**src/rtl/serial_word_rx.sv**
```systemverilog
// Serial-to-parallel receiver: assembles WIDTH-bit words from a 1-bit valid/ready
// stream and buffers them in a DEPTH-entry FIFO behind a parallel valid/ready port.
module serial_word_rx #(
  parameter int unsigned WIDTH     = 8,
  parameter int unsigned MSB_FIRST = 1,
  parameter int unsigned DEPTH     = 2,
  parameter int unsigned CNT_W     = 16
) (
  input  logic             sclk_i,
  input  logic             rst_i,
  input  logic             data_i,
  input  logic             valid_i,
  output logic             ready_o,
  output logic [WIDTH-1:0] data_o,
  output logic             valid_o,
  input  logic             ready_i,
  output logic [CNT_W-1:0] word_cnt_o,
  output logic             busy_o
);

  localparam int unsigned BitCntW = $clog2(WIDTH);
  localparam int unsigned PtrW    = $clog2(DEPTH);
  localparam int unsigned CountW  = PtrW + 1;

  localparam logic [BitCntW-1:0] LastBit = BitCntW'(WIDTH - 1);
  localparam logic [CountW-1:0]  Full    = CountW'(DEPTH);

  logic [BitCntW-1:0] bit_cnt_q, bit_cnt_d;
  logic [WIDTH-1:0]   shift_q, shift_d;
  logic [WIDTH-1:0]   mem_q [DEPTH];
  logic [WIDTH-1:0]   mem_d [DEPTH];
  logic [PtrW-1:0]    wr_ptr_q, wr_ptr_d;
  logic [PtrW-1:0]    rd_ptr_q, rd_ptr_d;
  logic [CountW-1:0]  count_q, count_d;
  logic [CNT_W-1:0]   word_cnt_q, word_cnt_d;

  logic             last_bit;
  logic             accept;
  logic             push;
  logic             pop;
  logic [WIDTH-1:0] shift_in;

  // ready_o depends only on registered state, so only the word-completing bit can stall.
  always_comb begin
    last_bit = (bit_cnt_q == LastBit);
    ready_o  = !last_bit || (count_q != Full);
    accept   = valid_i && ready_o;
    push     = accept && last_bit;
    valid_o  = (count_q != '0);
    pop      = valid_o && ready_i;
    shift_in = (MSB_FIRST != 0) ? {shift_q[WIDTH-2:0], data_i} : {data_i, shift_q[WIDTH-1:1]};
    data_o   = valid_o ? mem_q[rd_ptr_q] : '0;
    busy_o   = (bit_cnt_q != '0);
    word_cnt_o = word_cnt_q;
  end

  always_comb begin
    bit_cnt_d  = bit_cnt_q;
    shift_d    = shift_q;
    mem_d      = mem_q;
    wr_ptr_d   = wr_ptr_q;
    rd_ptr_d   = rd_ptr_q;
    count_d    = count_q;
    word_cnt_d = word_cnt_q;

    if (accept) begin
      shift_d   = shift_in;
      bit_cnt_d = last_bit ? '0 : bit_cnt_q + BitCntW'(1);
    end
    if (push) begin
      mem_d[wr_ptr_q] = shift_in;
      wr_ptr_d        = wr_ptr_q + PtrW'(1);
      word_cnt_d      = word_cnt_q + CNT_W'(1);
    end
    if (pop) begin
      rd_ptr_d = rd_ptr_q + PtrW'(1);
    end
    unique case ({push, pop})
      2'b10:   count_d = count_q + CountW'(1);
      2'b01:   count_d = count_q - CountW'(1);
      default: count_d = count_q;
    endcase
  end

  always_ff @(posedge sclk_i or posedge rst_i) begin
    if (rst_i) begin
      bit_cnt_q  <= '0;
      shift_q    <= '0;
      wr_ptr_q   <= '0;
      rd_ptr_q   <= '0;
      count_q    <= '0;
      word_cnt_q <= '0;
      for (int unsigned i = 0; i < DEPTH; i++) begin
        mem_q[i] <= '0;
      end
    end else begin
      bit_cnt_q  <= bit_cnt_d;
      shift_q    <= shift_d;
      mem_q      <= mem_d;
      wr_ptr_q   <= wr_ptr_d;
      rd_ptr_q   <= rd_ptr_d;
      count_q    <= count_d;
      word_cnt_q <= word_cnt_d;
    end
  end

endmodule

```
**config.mk**
```make
export PLATFORM = sky130hd
export DESIGN_NAME = serial_word_rx
export DESIGN_NICKNAME = d
export VERILOG_FILES = /design/src/rtl/serial_word_rx.sv
export SDC_FILE = /design/constraint.sdc
export NUM_CORES = 1
export LEC_CHECK = 0
export CAP_MARGIN = 20
export CELL_PAD_IN_SITES_DETAIL_PLACEMENT = 1
export CELL_PAD_IN_SITES_GLOBAL_PLACEMENT = 1
export CORE_ASPECT_RATIO = 1.75
export CORE_UTILIZATION = 56
export CTS_BUF_LIST = sky130_fd_sc_hd__clkbuf_8
export DETAILED_ROUTE_END_ITERATION = 7
export DONT_BUFFER_PORTS = 1
export PLACE_DENSITY = 0.92
export SKIP_LAST_GASP = 1
export SYNTH_ARGS = -nofsm -noshare
export SYNTH_HDL_FRONTEND = slang
export SYNTH_SLANG_ARGS = --single-unit
```
**constraint.sdc**
```tcl
create_clock -name sclk_i -period 6.45 [get_ports sclk_i]
set_clock_uncertainty 0.05 [all_clocks]
set_input_delay 0.3225 -clock sclk_i [delete_from_list [all_inputs] [get_ports sclk_i]]
set_output_delay 0.3225 -clock sclk_i [all_outputs]
set_load 0.01 [all_outputs]
```
# Word level (Yosys, flattened, before mapping)
# Cells that the tools add are included.
dict set report word_totals {
  reg_bits 46
  wordCells 41
}
dict set report classes {
  n_addsub 6
  order_cmp 3
  n_eq_ne 4
  mux 9
  n_bitwise 2
  n_reduce_logical 9
}
# operator count
set ops {}
lappend ops {{$mux W8} 5}
lappend ops {{$add A16 B1 Y16 const B} 1}
lappend ops {{$bwmux W16} 1}
lappend ops {{$demux W8 S1} 1}
lappend ops {{$ge A2 B2 Y1 const B} 2}
lappend ops {{$logic_and A1 B1 Y1} 4}
lappend ops {{$not A1 Y2} 2}
lappend ops {{$pmux W2 S2} 1}
lappend ops {{$reduce_bool A2 Y1} 2}
lappend ops {{$add A3 B1 Y3 const B} 1}
lappend ops {{$eq A3 B3 Y1 const B} 1}
lappend ops {{$mux W3} 1}
lappend ops {{$reduce_bool A3 Y1} 1}
lappend ops {{$add A1 B1 Y1 const B} 2}
lappend ops {{$add A2 B1 Y2 const B} 1}
lappend ops {{$eq A2 B1 Y1 const B} 1}
lappend ops {{$eq A2 B2 Y1 const B} 1}
lappend ops {{$lt A2 B1 Y1 const B} 1}
lappend ops {{$ne A2 B2 Y1 const B} 1}
lappend ops {{$sub A2 B1 Y2 const B} 1}
lappend ops {{$logic_not A1 Y1} 1}
lappend ops {{$logic_or A1 B1 Y1} 1}

# Logic depth before layout (Yosys ltp)
dict set report logic_depth {
  depth_word 7
  depth_mapped 9
}

# Worst setup path before layout
# Ideal clock, no wire load.
dict set report synth_path {
  path_kind {reg-to-reg}
  start {register bit_cnt_q[0]}
  end {register word_cnt_q[15] (netlist: word_cnt_o[15])}
  setup_ns 0.125
  t_arrival_ns 2.071
  slack_ns 4.203
  path_stages_with_launch 8
  path_buffers 1
  path_cell_list {dfrtp_1 ha_1 ha_1 nand2_1 or4_1 buf_2 or4_4 xnor2_2}
}
dict set report synth_between {
  elab_chain_cells 5
}
# item line
set synth_lines {}
lappend synth_lines {{start, declared} 28} ;# logic [BitCntW-1:0] bit_cnt_q, bit_cnt_d;
lappend synth_lines {{start signal, assigned} 97} ;# bit_cnt_q <= bit_cnt_d;
lappend synth_lines {{$eq A3 B3 Y1 (*)} 45} ;# last_bit = (bit_cnt_q == LastBit);
lappend synth_lines {{$logic_not A1 Y1} 46} ;# ready_o = !last_bit || (count_q != Full);
lappend synth_lines {{$logic_or A1 B1 Y1} 46}
lappend synth_lines {{$logic_and A1 B1 Y1} 47} ;# accept = valid_i && ready_o;
lappend synth_lines {{$logic_and A1 B1 Y1 (*)} 48} ;# push = accept && last_bit;
lappend synth_lines {{end signal, assigned} 103} ;# word_cnt_q <= word_cnt_d;
lappend synth_lines {{end, declared} 35} ;# logic [CNT_W-1:0] word_cnt_q, word_cnt_d;
# Every way passes the cells marked *; elsewhere a longest branch is shown, timed or not.
# A chain may end at the register's enable or synchronous reset.

# Final worst setup path
# Same ends and word-level chain as after synthesis.

==> results.json <==
{
  "holdBufCountCts": 0,
  "clk_path_buf_depth": 2,
  "start_util_pct": 59.3,
  "tritoncts": "built",
  "synthesis.nets": 169,
  "drtAntennaViolNets": 0,
  "period_share_pct": 38.6,
  "setup-tns-final_ns": 0,
  "comb_power_share_pct": 25.4,
  "area_growth_pct": 8.23,
  "power_switching_mw": 0.294,
  "firstDrtPassIters": 4,
  "worstSkewPairLatency_ns": 0.30,
  "die_h_um": 81.8,
  "instances_no_fill": 210,
  "die_area_um2": 3890,
  "grt_overflow_total": 0,
  "ys_types": 25,
  "drt-total-wl_um": 3950,
  "nets": 175,
  "max_freq_ghz": 0.401,
  "fp-row-count": 28,
  "clockPowerShare_pct": 23.8,
  "r2r_end": "word_cnt_o[15]$_DFFE_PP0N_",
  "dp.cells": 203,
  "whs_ns": 0.0148,
  "p_seq_share_pct": 50.9,
  "drive_gt1_share_pct": 21.8,
  "ys_warn_count": 0,
  "wl_per_cell_um": 18.8,
  "syn_area_per_cell_um2": 12.8,
  "worstSetupStartpointType": "flop",
  "synth_seq_area_share_pct": 56.5,
  "ctsRootBufferMaster": "clkbuf_8",
  "antenna_found_initial": 0,
  "grt_max_degree": 47,
  "ff2ff_setup_slack_ns": 3.96,
  "vias_per_cell": 5.64,
  "grt_first_pass_wirelength_um": 6570,
  "hpwl_um": 2960,
  "crit_type": "reg -> reg",
  "cts_buffers": 5,
  "core_um2": 3430,
  "drcViolationCount": 0,
  "period_needed_ns": 2.49,
  "vias": 1184,
  "first_iter_violations": 5,
  "power_density_nw_per_um2": 413,
  "ir_worst_vdd_v": 0.000291,
  "antennaDiodeCount": 0,
  "crit_path_max_fanout": 6,
  "setup_viol": 0,
  "crit_end": "word_cnt_o[15]$_DFFE_PP0N_",
  "grt_use_total_pct": 24.8,
  "rsz0062_at_grt": "no",
  "clock_sinks": 46,
  "numPortBuffers": 0,
  "arrival_ns": 2.62,
  "cts_setup_buffers": 0,
  "dieWidth_um": 47.6,
  "clk_pin_slew_ns": 0.08,
  "rr_startpoint": "bit_cnt_q[0]$_DFFE_PP0N_",
  "cellLeakagePower_nw": 1.04,
  "hp-class": "in -> async",
  "ctsHtreeMaxLevel": 2,
  "finalHoldViolCount": 0,
  "p_sw_share_pct": 32.3,
  "maxCapViolCount": 0,
  "gp_congestion": 0.819,
  "cts-resized-gates": 0,
  "relSlewSlack_pct": 33.3,
  "intPower_mw": 0.616,
  "crit_path_start": "bit_cnt_q[0]$_DFFE_PP0N_",
  "grt_pass1_vias": 1348,
  "required_ns": 6.58,
  "worstSetupEndpointType": "flop",
  "syn_inst": 159,
  "slew_viol_final": 0,
  "tightest_slew_ns": 0.987,
  "syn_area_um2": 2040,
  "status": "finished clean",
  "rr_worst_depth": 6,
  "io_pins": 32,
  "ys_ff_latch": 46
}
## power groups by stage
stage / sequential, mW / combinational (mW) / clock [mW]
after floorplan: 0.431 / 0.204 / 0
after global placement: 0.460 / 0.215 / 0
after detailed placement: 0.471 / 0.234 / 0
after CTS: 0.464 / 0.239 / 0.221
after global routing: 0.477 / 0.263 / 0.229
final: 0.463 / 0.231 / 0.216
## area by class of cell
| class | instances | area, µm² |
|---|---|---|
| Inverter | 5 | 18.8 |
| Tap cell | 45 | 56.3 |
| Timing Repair Buffer | 1 | 7.51 |
| Multi-Input combinational cell | 106 | 858 |
| Sequential cell | 46 | 1150 |
| Clock inverter | 1 | 30.0 |
| Clock buffer | 6 | 82.6 |
| Fill cell | 374 | 1230 |
## critical path: stages (launching register included)
cell,delay (ns)
dfrtp_1,0.40
ha_1,0.18
ha_1,0.22
nand2_1,0.11
or4_1,0.67
or4_4,0.60
xnor2_2,0.14
## stage by stage
| step | instance area, µm² | setup WS (ns) | power, mW | utilization, % |
|---|---|---|---|---|
| 2_1_floorplan | 2040 | 4.20 | 0.635 | - |
| 3_3_place_gp | 2090 | 4.08 | 0.675 | 60.9 |
| 3_5_place_dp | 2090 | 3.99 | 0.704 | 60.9 |
| 4_1_cts | 2200 | 3.94 | 0.924 | 64.2 |
| 5_1_grt | 2200 | 3.75 | 0.969 | 64.2 |
| 6_report | 2200 | 3.96 | 0.910 | 64.2 |
## synth_stat cells
master	count	area [µm²]
mux2i_1	8	80.1
xnor2_1	13	114
xnor2_2	1	16.3
a22o_1	1	8.76
nor2_2	1	6.26
or4_1	1	7.51
or4_4	1	11.3
xor2_1	6	52.6
clkbuf_1	1	3.75
clkinv_1	1	3.75
mux2_2	25	282
dfrtp_1	46	1150
nand3_1	4	20.0
nand4_1	4	25.0
and3_1	1	6.26
nor4b_1	1	8.76
nor2b_1	3	18.8
nand2_1	10	37.5
ha_1	5	62.6
nor2_1	15	56.3
nand2b_1	2	12.5
buf_2	1	5.00
nand3b_1	2	15.0
and4_1	2	17.5
inv_1	4	15.0
## layout by cell type (no fill, tap or decap)
master | netlist | routed
nand3b_1 | 2 | 2
or4_1 | 1 | 1
nor2b_1 | 3 | 3
nor2_1 | 15 | 15
dfrtp_1 | 46 | 46
or4_4 | 1 | 1
mux2i_1 | 8 | 8
and4_1 | 2 | 2
clkinv_1 | 1 | 1
inv_1 | 4 | 4
xor2_1 | 6 | 6
nand4_1 | 4 | 4
nor2_2 | 1 | 1
nand2_1 | 10 | 10
xnor2_2 | 1 | 1
a22o_1 | 1 | 1
nand2b_1 | 2 | 2
clkbuf_8 | 0 | 6
xnor2_1 | 13 | 13
nand3_1 | 4 | 4
ha_1 | 5 | 5
and3_1 | 1 | 1
mux2_2 | 25 | 25
buf_4 | 0 | 1
bufinv_16 | 0 | 1
nor4b_1 | 1 | 1
## registers in the layout (all words and copies together), names as in the netlist
register	flops
bit_cnt_q	3
rd_ptr_q	1
wr_ptr_q	1
mem_q	16
shift_q	7
word_cnt_o	16
count_q	2
## kinds of logic (layout without fill, tap and decap cells)
logic type,after synthesis,in the layout,share of synthesized area (%)
xor gates and xnor gates,20,20,8.97
AOI/OAI and AO/OA,1,1,0.430
buffers and inverters,7,13,1.35
adders and majority gates,5,5,3.07
and+or+nand+nor,47,47,11.9
DFF,46,46,56.5
muxes,33,33,17.8
## routing by layer
layer	vias up	share of wire (%)	wire length, µm	global-route usage, %
met1	593	37	1450	27.0
met5	-	0	0	0
met2	33	57	2260	43.2
li1	550	-	-	-
met3	8	3.7	148	6.81
met4	0	2.4	96	10.3
## worst min-delay path by stage
stage	endpoint	slack [ns]	cells past startpoint
2_1_floorplan	bit_cnt_q[0]$_DFFE_PP0N_	0.41	1
3_3_place_gp	mem_q[0]$_DFFE_PP0P_	0.33	2
3_5_place_dp	mem_q[10]$_DFFE_PP0P_	0.37	2
4_1_cts	mem_q[10]$_DFFE_PP0P_	0.04	2
5_1_grt	mem_q[10]$_DFFE_PP0P_	0.06	2
6_report	mem_q[2]$_DFFE_PP0P_	0.01	2
(Power assumes the default switching activity.)
